### config.mk
export PLATFORM = sky130hd
export DESIGN_NAME = muldiv_ctrl_flat
export DESIGN_NICKNAME = d
export VERILOG_FILES = /design/src/rtl/muldiv_ctrl_if.sv /design/src/rtl/muldiv_ctrl.sv /design/src/flat_wrapper.sv
export SDC_FILE = /design/constraint.sdc
export NUM_CORES = 2
export LEC_CHECK = 0
export ABC_AREA = 1
export CORE_ASPECT_RATIO = 0.8
export CORE_MARGIN = 3
export CORE_UTILIZATION = 34
export DETAILED_ROUTE_END_ITERATION = 12
export HOLD_SLACK_MARGIN = 0.06
export RECOVER_POWER = 25
export SLEW_MARGIN = 30
export SYNTH_ARGS = -nofsm -noshare
export SYNTH_HDL_FRONTEND = slang
export SYNTH_SLANG_ARGS = --single-unit
### constraint.sdc
create_clock -name clk -period 24.7 [get_ports clk]
set_input_delay 3.705 -clock clk [delete_from_list [all_inputs] [get_ports clk]]
set_output_delay 3.705 -clock clk [all_outputs]
set_load 0.01 [all_outputs]
### src/rtl/muldiv_ctrl_if.sv
// Execute-stage <-> HI/LO unit bundle: op request, flush, MTHI/MTLO writes,
// and the stall/busy/done status with the architectural HI/LO values.
interface muldiv_ctrl_if;
  logic        valid_in;
  logic [3:0]  funct;
  logic [31:0] in1;
  logic [31:0] in2;
  logic        flush;
  logic        hi_we;
  logic        lo_we;
  logic [31:0] mt_wdata;
  logic        stall;
  logic        busy;
  logic        done;
  logic [31:0] hi;
  logic [31:0] lo;

  modport master (
    output valid_in, funct, in1, in2, flush, hi_we, lo_we, mt_wdata,
    input  stall, busy, done, hi, lo
  );

  modport slave (
    input  valid_in, funct, in1, in2, flush, hi_we, lo_we, mt_wdata,
    output stall, busy, done, hi, lo
  );
endinterface

### src/rtl/muldiv_ctrl.sv
// Multi-cycle HI/LO unit: counted multiply, 32-step restoring divide,
// pipeline stall generation and ownership of the HI/LO registers.
//
// state | meaning
// IDLE  | waiting for a muldiv op; start latches operands
// MUL   | counting MUL_CYCLES cycles; product written on exit
// DIV   | one restoring-divide iteration per cycle, quotient MSB first
// FIX   | sign correction, quotient -> LO, remainder -> HI
// DONE  | one-cycle done pulse, stall released
module muldiv_ctrl #(
  parameter int MUL_CYCLES = 4
) (
  input logic          clk,
  input logic          reset,
  muldiv_ctrl_if.slave bus
);
  typedef enum logic [2:0] {S_IDLE, S_MUL, S_DIV, S_FIX, S_DONE} state_t;

  localparam logic [3:0] F_MULT  = 4'b1011;
  localparam logic [3:0] F_MULTU = 4'b1100;
  localparam logic [3:0] F_DIV   = 4'b1101;
  localparam logic [3:0] F_DIVU  = 4'b1110;
  localparam logic [4:0] MUL_LAST = 5'(MUL_CYCLES - 1);
  localparam logic [4:0] DIV_LAST = 5'd31;

  state_t      state_q, state_d;
  logic [4:0]  cnt_q, cnt_d;
  logic [3:0]  op_q, op_d;
  logic [31:0] opa_q, opa_d;   // multiplicand, or dividend shifting into the quotient
  logic [31:0] opb_q, opb_d;
  logic [31:0] rem_q, rem_d;
  logic        neg_quo_q, neg_quo_d;
  logic        neg_rem_q, neg_rem_d;
  logic [31:0] hi_q, hi_d;
  logic [31:0] lo_q, lo_d;

  logic        is_op, is_mul, start;
  logic [63:0] ext_a, ext_b, product;
  logic [32:0] rem_shift, rem_diff;
  logic [31:0] quo_fix, rem_fix;
  logic        res_we;
  logic [31:0] res_hi, res_lo;

  assign is_mul = (bus.funct == F_MULT) || (bus.funct == F_MULTU);
  assign is_op  = is_mul || (bus.funct == F_DIV) || (bus.funct == F_DIVU);
  assign start  = bus.valid_in && is_op && (state_q == S_IDLE) && !bus.flush;

  // Sign-extending to 64 bits makes the truncated unsigned product the signed one.
  assign ext_a   = (op_q == F_MULT) ? {{32{opa_q[31]}}, opa_q} : {32'b0, opa_q};
  assign ext_b   = (op_q == F_MULT) ? {{32{opb_q[31]}}, opb_q} : {32'b0, opb_q};
  assign product = ext_a * ext_b;

  assign rem_shift = {rem_q, opa_q[31]};
  assign rem_diff  = rem_shift - {1'b0, opb_q};

  assign quo_fix = (op_q == F_DIV && neg_quo_q) ? -opa_q : opa_q;
  assign rem_fix = (op_q == F_DIV && neg_rem_q) ? -rem_q : rem_q;

  always_comb begin
    state_d   = state_q;
    cnt_d     = cnt_q;
    op_d      = op_q;
    opa_d     = opa_q;
    opb_d     = opb_q;
    rem_d     = rem_q;
    neg_quo_d = neg_quo_q;
    neg_rem_d = neg_rem_q;
    res_we    = 1'b0;
    res_hi    = product[63:32];
    res_lo    = product[31:0];

    case (state_q)
      S_IDLE: begin
        if (start) begin
          op_d  = bus.funct;
          cnt_d = 5'd0;
          rem_d = 32'd0;
          if (bus.funct == F_DIV) begin
            opa_d     = bus.in1[31] ? -bus.in1 : bus.in1;
            opb_d     = bus.in2[31] ? -bus.in2 : bus.in2;
            neg_quo_d = bus.in1[31] ^ bus.in2[31];
            neg_rem_d = bus.in1[31];
          end else begin
            opa_d     = bus.in1;
            opb_d     = bus.in2;
            neg_quo_d = 1'b0;
            neg_rem_d = 1'b0;
          end
          if (is_mul)                  state_d = S_MUL;
          else if (bus.in2 == 32'd0)   state_d = S_DONE;
          else                         state_d = S_DIV;
        end
      end
      S_MUL: begin
        cnt_d = cnt_q + 5'd1;
        if (cnt_q == MUL_LAST) begin
          state_d = S_DONE;
          res_we  = 1'b1;
        end
      end
      S_DIV: begin
        cnt_d = cnt_q + 5'd1;
        if (!rem_diff[32]) begin
          rem_d = rem_diff[31:0];
          opa_d = {opa_q[30:0], 1'b1};
        end else begin
          rem_d = rem_shift[31:0];
          opa_d = {opa_q[30:0], 1'b0};
        end
        if (cnt_q == DIV_LAST) state_d = S_FIX;
      end
      S_FIX: begin
        res_we  = 1'b1;
        res_hi  = rem_fix;
        res_lo  = quo_fix;
        state_d = S_DONE;
      end
      S_DONE:  state_d = S_IDLE;
      default: state_d = S_IDLE;
    endcase

    if (bus.flush) begin
      state_d = S_IDLE;
      cnt_d   = 5'd0;
      res_we  = 1'b0;
    end
  end

  // MTHI/MTLO take priority over a coinciding result write, per register.
  always_comb begin
    hi_d = hi_q;
    lo_d = lo_q;
    if (res_we) begin
      hi_d = res_hi;
      lo_d = res_lo;
    end
    if (bus.hi_we) hi_d = bus.mt_wdata;
    if (bus.lo_we) lo_d = bus.mt_wdata;
  end

  always_ff @(posedge clk or posedge reset) begin
    if (reset) begin
      state_q   <= S_IDLE;
      cnt_q     <= 5'd0;
      op_q      <= 4'd0;
      opa_q     <= 32'd0;
      opb_q     <= 32'd0;
      rem_q     <= 32'd0;
      neg_quo_q <= 1'b0;
      neg_rem_q <= 1'b0;
      hi_q      <= 32'd0;
      lo_q      <= 32'd0;
    end else begin
      state_q   <= state_d;
      cnt_q     <= cnt_d;
      op_q      <= op_d;
      opa_q     <= opa_d;
      opb_q     <= opb_d;
      rem_q     <= rem_d;
      neg_quo_q <= neg_quo_d;
      neg_rem_q <= neg_rem_d;
      hi_q      <= hi_d;
      lo_q      <= lo_d;
    end
  end

  assign bus.busy  = (state_q != S_IDLE);
  assign bus.done  = (state_q == S_DONE);
  assign bus.stall = start || (state_q == S_MUL) || (state_q == S_DIV) || (state_q == S_FIX);
  assign bus.hi    = hi_q;
  assign bus.lo    = lo_q;
endmodule

### src/flat_wrapper.sv
// flat-port wrapper written by rule: the top's interface ports become plain ports
module muldiv_ctrl_flat 
#(
  parameter int MUL_CYCLES = 4
)
  (clk, reset, bus_valid_in, bus_funct, bus_in1, bus_in2, bus_flush, bus_hi_we, bus_lo_we, bus_mt_wdata, bus_stall, bus_busy, bus_done, bus_hi, bus_lo);
  muldiv_ctrl_if bus_i ();
  input logic clk;
  input logic reset;
  input wire logic [$bits(bus_i.valid_in)-1:0] bus_valid_in;
  input wire logic [$bits(bus_i.funct)-1:0] bus_funct;
  input wire logic [$bits(bus_i.in1)-1:0] bus_in1;
  input wire logic [$bits(bus_i.in2)-1:0] bus_in2;
  input wire logic [$bits(bus_i.flush)-1:0] bus_flush;
  input wire logic [$bits(bus_i.hi_we)-1:0] bus_hi_we;
  input wire logic [$bits(bus_i.lo_we)-1:0] bus_lo_we;
  input wire logic [$bits(bus_i.mt_wdata)-1:0] bus_mt_wdata;
  output wire logic [$bits(bus_i.stall)-1:0] bus_stall;
  output wire logic [$bits(bus_i.busy)-1:0] bus_busy;
  output wire logic [$bits(bus_i.done)-1:0] bus_done;
  output wire logic [$bits(bus_i.hi)-1:0] bus_hi;
  output wire logic [$bits(bus_i.lo)-1:0] bus_lo;
  assign bus_i.valid_in = bus_valid_in;
  assign bus_i.funct = bus_funct;
  assign bus_i.in1 = bus_in1;
  assign bus_i.in2 = bus_in2;
  assign bus_i.flush = bus_flush;
  assign bus_i.hi_we = bus_hi_we;
  assign bus_i.lo_we = bus_lo_we;
  assign bus_i.mt_wdata = bus_mt_wdata;
  assign bus_stall = bus_i.stall;
  assign bus_busy = bus_i.busy;
  assign bus_done = bus_i.done;
  assign bus_hi = bus_i.hi;
  assign bus_lo = bus_i.lo;
  muldiv_ctrl #(.MUL_CYCLES(MUL_CYCLES)) u_core (.clk(clk), .reset(reset), .bus(bus_i));
endmodule
Word level (Yosys, flattened, before mapping)
Index checks and enable logic that the tools add are counted.
{"block": "totals", "mem_count": 0, "wordCells": 93, "out_inout_bits": 67, "mem_bits_rw": 0, "regBits": 174, "latchBits": 0, "mem_bits_ro": 0, "input_bits": 106}
{"block": "op_classes", "n_mul": 1, "n_shift": 0, "n_lt_le_gt_ge": 0, "n_mux": 35, "add_sub_neg": 6, "n_eq_ne": 16, "n_div": 0, "n_reduce_logical": 24, "bitwise_logic": 1}
{"cell": "2-to-1 mux 32 bit", "n": 15}
{"cell": "2-to-1 mux 64 bit", "n": 2}
{"cell": "negator 32 bit", "n": 4}
{"cell": "one-hot mux 32 bit (2 select lines)", "n": 2}
{"cell": "multiplier 64 x 64 -> 64 bit", "n": 1}
{"cell": "subtractor 33 x 32 -> 33 bit", "n": 1}
{"cell": "logical NOT 32 bit", "n": 1}
{"cell": "== test 4 bit, second input constant", "n": 6}
{"cell": "2-to-1 mux 3 bit", "n": 6}
{"cell": "one-hot mux 3 bit (4 select lines)", "n": 1}
{"cell": "2-to-1 mux 5 bit", "n": 2}
{"cell": "one-hot mux 5 bit (2 select lines)", "n": 1}
{"cell": "inequality test 3 x 2 -> 1 bit, second input constant", "n": 3}
{"cell": "== test 3 x 2 -> 1 bit, second input constant", "n": 2}
{"cell": "logical OR 1 bit", "n": 6}
{"cell": "AND reduction 2 bit", "n": 3}
{"cell": "nonzero test 2 bit", "n": 3}
{"cell": "nonzero test 3 bit", "n": 2}
{"cell": "adder 5 x 1 -> 5 bit, second input constant", "n": 1}
{"cell": "== test 5 x 2 -> 1 bit, second input constant", "n": 1}
{"cell": "== test 5 bit, second input constant", "n": 1}
{"cell": "logical AND 1 bit", "n": 5}
{"cell": "2-to-1 mux 1 bit", "n": 5}
{"cell": "== test 3 x 1 -> 1 bit, second input constant", "n": 1}
{"cell": "8 further kinds", "n": 8}

Longest topological paths before layout
{"block": "logic_depth", "ltp_word": 10, "depth_mapped": 45, "ltp_nobuf": 43}

Worst setup path after synthesis
OpenSTA, ideal clock, no wires.
{"block": "synth_timing", "kind": "register to register", "from": "register u_core.op_q[3]", "to": "register u_core.hi_q[31], in the netlist u_core.bus.hi[31]", "stages_incl_launch_ff": 38, "required_time_ns": 24.583, "period_less_slack_ns": 9.149, "setup_time_ns": 0.117, "n_path_buf": 3, "arrival_ns": 9.032, "setup_slack_ns": 15.551, "path_cell_list": "dfrtp_1 nand2_1 inv_1 nand2_1 buf_4 buf_1 buf_1 nor2_1 fa_1 inv_1 fa_1 inv_1 fa_1 inv_1 fa_1 inv_1 fa_1 fa_1 [2 not listed] fa_1 inv_1 fa_1 inv_1 fa_1 inv_1 ha_1 nand2_1 nor3_1 nand2_1 nor4_1 a21oi_1 inv_1 nand2_1 nand3_1 nand2_1 nand2_1 nand2_1"}
{"block": "synth_via", "elab_chain_len": 6, "word_cells_on_any_way": 10, "cone_classes": "mul (1); eq/ne (2); mux (6); reduce/logical (1)"}
{"element": "start, declared", "line": "muldiv_ctrl.sv:28", "source": "logic [3:0] op_q, op_d;"}
{"element": "start signal, assigned", "line": "muldiv_ctrl.sv:156", "source": "op_q <= op_d;"}
{"element": "== test 4 bit (on tied branches)", "line": "muldiv_ctrl.sv:49, muldiv_ctrl.sv:50, muldiv_ctrl.sv:57"}
{"element": "2-to-1 mux 64 bit (tied with other cells)", "line": "muldiv_ctrl.sv:49", "source": "assign ext_a = (op_q == F_MULT) ? {{32{opa_q[31]}}, opa_q} : {32'b0, opa_q};"}
{"element": "multiplier 64 x 64 -> 64 bit or 2-to-1 mux 32 bit (tied branches)", "line": "muldiv_ctrl.sv:51, muldiv_ctrl.sv:57"}
{"element": "2-to-1 mux 32 bit *", "line": "muldiv_ctrl.sv:72", "source": "case (state_q)"}
{"element": "2-to-1 mux 32 bit *", "line": "muldiv_ctrl.sv:133", "source": "if (res_we) begin"}
{"element": "2-to-1 mux 32 bit *", "line": "muldiv_ctrl.sv:137", "source": "if (bus.hi_we) hi_d = bus.mt_wdata;"}
{"element": "end signal, assigned", "line": "muldiv_ctrl.sv:162", "source": "hi_q <= hi_d;"}
{"element": "end, declared", "line": "muldiv_ctrl.sv:34", "source": "logic [31:0] hi_q, hi_d;"}
Every way passes the cells marked *; elsewhere a longest branch is shown, timed or not. The select of a mux whose other input is x is not followed.
A chain may end at the register's enable or synchronous reset.

Worst setup path after layout
{"block": "layout_timing", "from": "register u_core.op_q[1]", "to": "register u_core.hi_q[30], in the netlist u_core.bus.hi[30]"}
Same word-level chain as after synthesis.

==> reports/metrics.sh <==
DIE_H_MICRONS=392
CELL_AREA_AFTER_PLACEMENT_SQ_UM=67300
WORST_HOLD_SLACK_NS=0.483
MAX_CLOCK_FREQ_GHz=0.0954
REPORT.FINAL.HOLD_VIOL_COUNT=0
DETAIL_ROUTE.ITER0.VIOLATIONS=5576
FINAL.PERIOD_UTILIZATION_PCT=42.4
CRITICAL_PATH_ARRIVAL_NS=10.89
POSTCTS_RESIZE_CNT=0
FINAL_PERIOD_MINUS_WORST_SETUP_SLACK_NS=10.48
DIE_WIDTH_MICRONS=488
WORSTSETUPPATHTYPE='reg -> reg'
VIOLATIONS_IN_THE_FINAL_REPORTS='capacitance limit, slew limit'
SYNTH_FF_TYPE='dfrtp_1'
SYNTH_CELLS=8123
VIAS_PER_CELL=5.07
SETUP_VIOLATIONS=0
FP.DIEAREA_SQ_UM=191000
TIMING.FINAL.MAX_SLEW_VIOLATIONS=109
IO_BUFFER_COUNT=172
CTS_TREE='done'
CRITPATHTOPFAMILY='adder cells'
ANTENNA_VIOLATING_NETS_POST_ROUTE=0
MULTI_INPUT_COMBINATIONAL_CELL_AREA_SQ_UM=48700
CTS-HOLD-FIX-BUFFERS=0
LARGEST_STAGE_DELAY_ON_THE_CRITICAL_PATH_NS=0.87
WIRELENGTH_PER_CELL_MICRONS=22.9
CORE_REGION_AREA_SQ_UM=183000
SYNTH_WARNINGS=0
CRIT_PATH_END_KIND='register'
TIMING_WORST_SLEW_PIN_VALUE_NS=4.10
STDCELL_COUNT=10500
INITIAL_UTILIZATION_PCT=34.5
MAX_CAP_VIOLATIONS=2
WORST_SKEW_PAIR.LATE_LATENCY_NS=0.48
POST_SYNTHESIS_SEQUENTIAL_AREA_RATIO_PCT=6.89
CLK_PIN_SLEW_WORST_PATHS_NS=0.08
NUM-NETS-FINAL=9938
CRITPATHMAXFANOUT=12
SLEW_HEADROOM_PCT=-173
CP_NUM_BUF_INV=11
INITIAL_ANTENNA_VIOLATION_COUNT=11
GP_CONGESTION=1.02
HOLD_PATH_CLASS='reg -> reg'
CP_NUM_CELLS=35
POST-CTS-SETUP-BUFFERS=0
MIN_PATH_CELLS=1
GRT_START_MAX_NET_PINS=72
DPL.CELL_COUNT=10500
GRT_USAGE_PCT=25.4
NUMBER_OF_BUFFERS_CREATED_BY_CTS=17
TRITONCTS_NUM_SINKS=174
FINAL.SETUP_SKEW_NS=0.0190
CTS.ROOT.BUFFER_CELL='clkbuf_16'
SYNTH_ENABLE_FLOP_CELLS=0
BOUNDARYPINS=173
SYNTH.CELL_AREA_SQ_UM=63200
STATUS='finished, violations left'
ROWS=140
SYNTH-ASYNC-RESET-RATIO_PCT=100
GLOBAL_ROUTE_WIRE_LENGTH_BEFORE_REPAIR_MM=359
FINAL_CELL_AREA_SQ_UM=67900
GRT_OVERFLOW=0
REG2REGPATHDEPTH=35
CRITICAL-PATH-TOP-CELL-BY-COUNT='inv_1'
CRITICAL_PATH_REQUIRED_NS=25.11
DP_HPWL_MM=198
YS_SEQ_ELEMENTS=174
AREA_GROWTH_PCT=7.51
DRT_FIRST_PASS_ITERS=8
CATEGORY_OF_THE_WORST_SETUP_PATH_LAUNCH_POINT='register'
LAYOUT_CELLS_SIZED_ABOVE_1_PCT=3.19
POST_SYNTH.CELL_AREA_AVG_SQ_UM=7.78
FINALWIRELENGTH_MM=240
SEQCELLAREA_SQ_UM=4380
WORST_PATH_MAX_DELAY_CELL='fa_1'
TNS_NS=0
SYNTH.NET_COUNT=9996
CTS_MAX_PATH_BUFFERS=2
SYNTH_CELL_TYPE_COUNT=64
SETUP_REPAIR_AFTER_GLOBAL_ROUTING_MISSED_ITS_MARGIN='false'
VIAS=53300
CTS_MAX_LEVEL=4
DRC=0
GRT_PASS1_VIAS=55400
FILLER_CELL_COUNT=19100
placed cells by master, fill, tap and decap left out, types with 9 or more instances in the layout:
| master | instances |
|---|---|
| nand2_1 | 1912 |
| nor3_1 | 59 |
| o21ai_2 | 9 |
| nor3_2 | 11 |
| nor2_4 | 12 |
| o221ai_1 | 29 |
| dfrtp_2 | 18 |
| clkbuf_16 | 17 |
| o21ai_0 | 223 |
| or2_2 | 21 |
| nand3b_1 | 9 |
| o211ai_1 | 36 |
| ha_1 | 347 |
| nand3_2 | 9 |
| xor2_1 | 64 |
| clkdlybuf4s50_1 | 171 |
| dfrtp_1 | 156 |
| nand3_1 | 219 |
| nor2_2 | 18 |
| o21ai_1 | 54 |
| fa_1 | 1420 |
| o21bai_1 | 18 |
| a21o_1 | 10 |
| nor2_1 | 378 |
| a21oi_1 | 229 |
| xnor2_1 | 30 |
| buf_4 | 94 |
| nand2_2 | 10 |
| o31ai_1 | 11 |
| a31oi_1 | 30 |
| nor4_1 | 9 |
| nand4_1 | 33 |
| inv_1 | 2323 |
final timing paths:
path / startpoint / end / slack [ns]
min in group asynchronous: reset / u_core.bus.lo[2] / 4.16
max reg2reg: u_core.op_q[1] / u_core.bus.hi[30] / 14.22
min reg2reg: u_core.op_q[3] / u_core.op_q[3] / 0.48
max in group asynchronous: reset / u_core.opa_q[6] / 15.61
min: u_core.op_q[3] / u_core.op_q[3] / 0.48
max: u_core.op_q[1] / u_core.bus.hi[30] / 14.22
sequential cells by signal, indices dropped and copies added, names as in the netlist:
signal / flops
u_core.neg_rem_q: 1
u_core.op_q: 4
u_core.bus.lo: 32
u_core.neg_quo_q: 1
u_core.cnt_q: 5
u_core.rem_q: 32
u_core.opb_q: 32
u_core.bus.hi: 32
u_core.state_q: 3
u_core.opa_q: 32
synthesized netlist by cell type (11+ instances only):
cell,n,area share [%]
nand4_1,33,0.33
o31ai_1,11,0.13
buf_1,44,0.26
o21bai_1,18,0.21
nor2_2,20,0.20
fa_1,1420,45
o221ai_1,29,0.40
ha_1,347,6.9
xor2_1,64,0.89
clkbuf_1,253,1.5
or2_2,21,0.21
nand2_1,1913,11
nor3_1,60,0.48
o21ai_1,54,0.43
nand3_1,219,1.7
dfrtp_1,174,6.9
nor2_1,380,2.3
xnor2_1,30,0.42
o21ai_0,223,1.8
a31oi_1,30,0.30
o211ai_1,36,0.43
buf_2,39,0.31
a21oi_1,229,1.8
inv_1,2324,14
through the flow:
step | worst slack, ns | utilization (%)
after floorplan | 15.55 | -
after global placement | 14.40 | 36.7
after detailed placement | 14.32 | 36.7
after CTS | 14.27 | 37.0
after global routing | 13.66 | 37.0
final | 14.22 | 37.0
logic make-up (layout without fill, tap and decap cells):
family                   Yosys count  in the layout  share of synthesized area (%)
AO/OA/AOI/OAI                    687            687                           6.24
XOR/XNOR                          94             94                           1.30
adder cells (fa/ha/maj)         1767           1767                           51.9
buffers and inverters           2680           2635                           16.1
flip-flops                       174            174                           6.89
other                              0              4                              0
AND/OR/NAND/NOR                 2721           2721                           17.6
per-layer routing:
metal | vias up | routed length (microns) | share of wire (%) | GRT usage [%]
met4 | 2 | 7980 | 3.3 | 7.27
met5 | - | 12 | 0.0050 | 0
li1 | 23300 | - | - | -
met3 | 299 | 26100 | 11 | 6.42
met1 | 27000 | 105000 | 44 | 36.6
met2 | 2607 | 101000 | 42 | 37.4
layout make-up:
class,count,area share (%)
antenna,4,0.0147
clock buffer,22,0.698
clock inverter,10,0.192
inverter,2335,12.9
multi-input combinational,5269,71.7
sequential,174,6.44
tap,2414,4.45
timing repair buffer,268,3.60
Power is not shown: default switching activity piles up to over one toggle a cycle in this logic, so the estimate is an artifact.
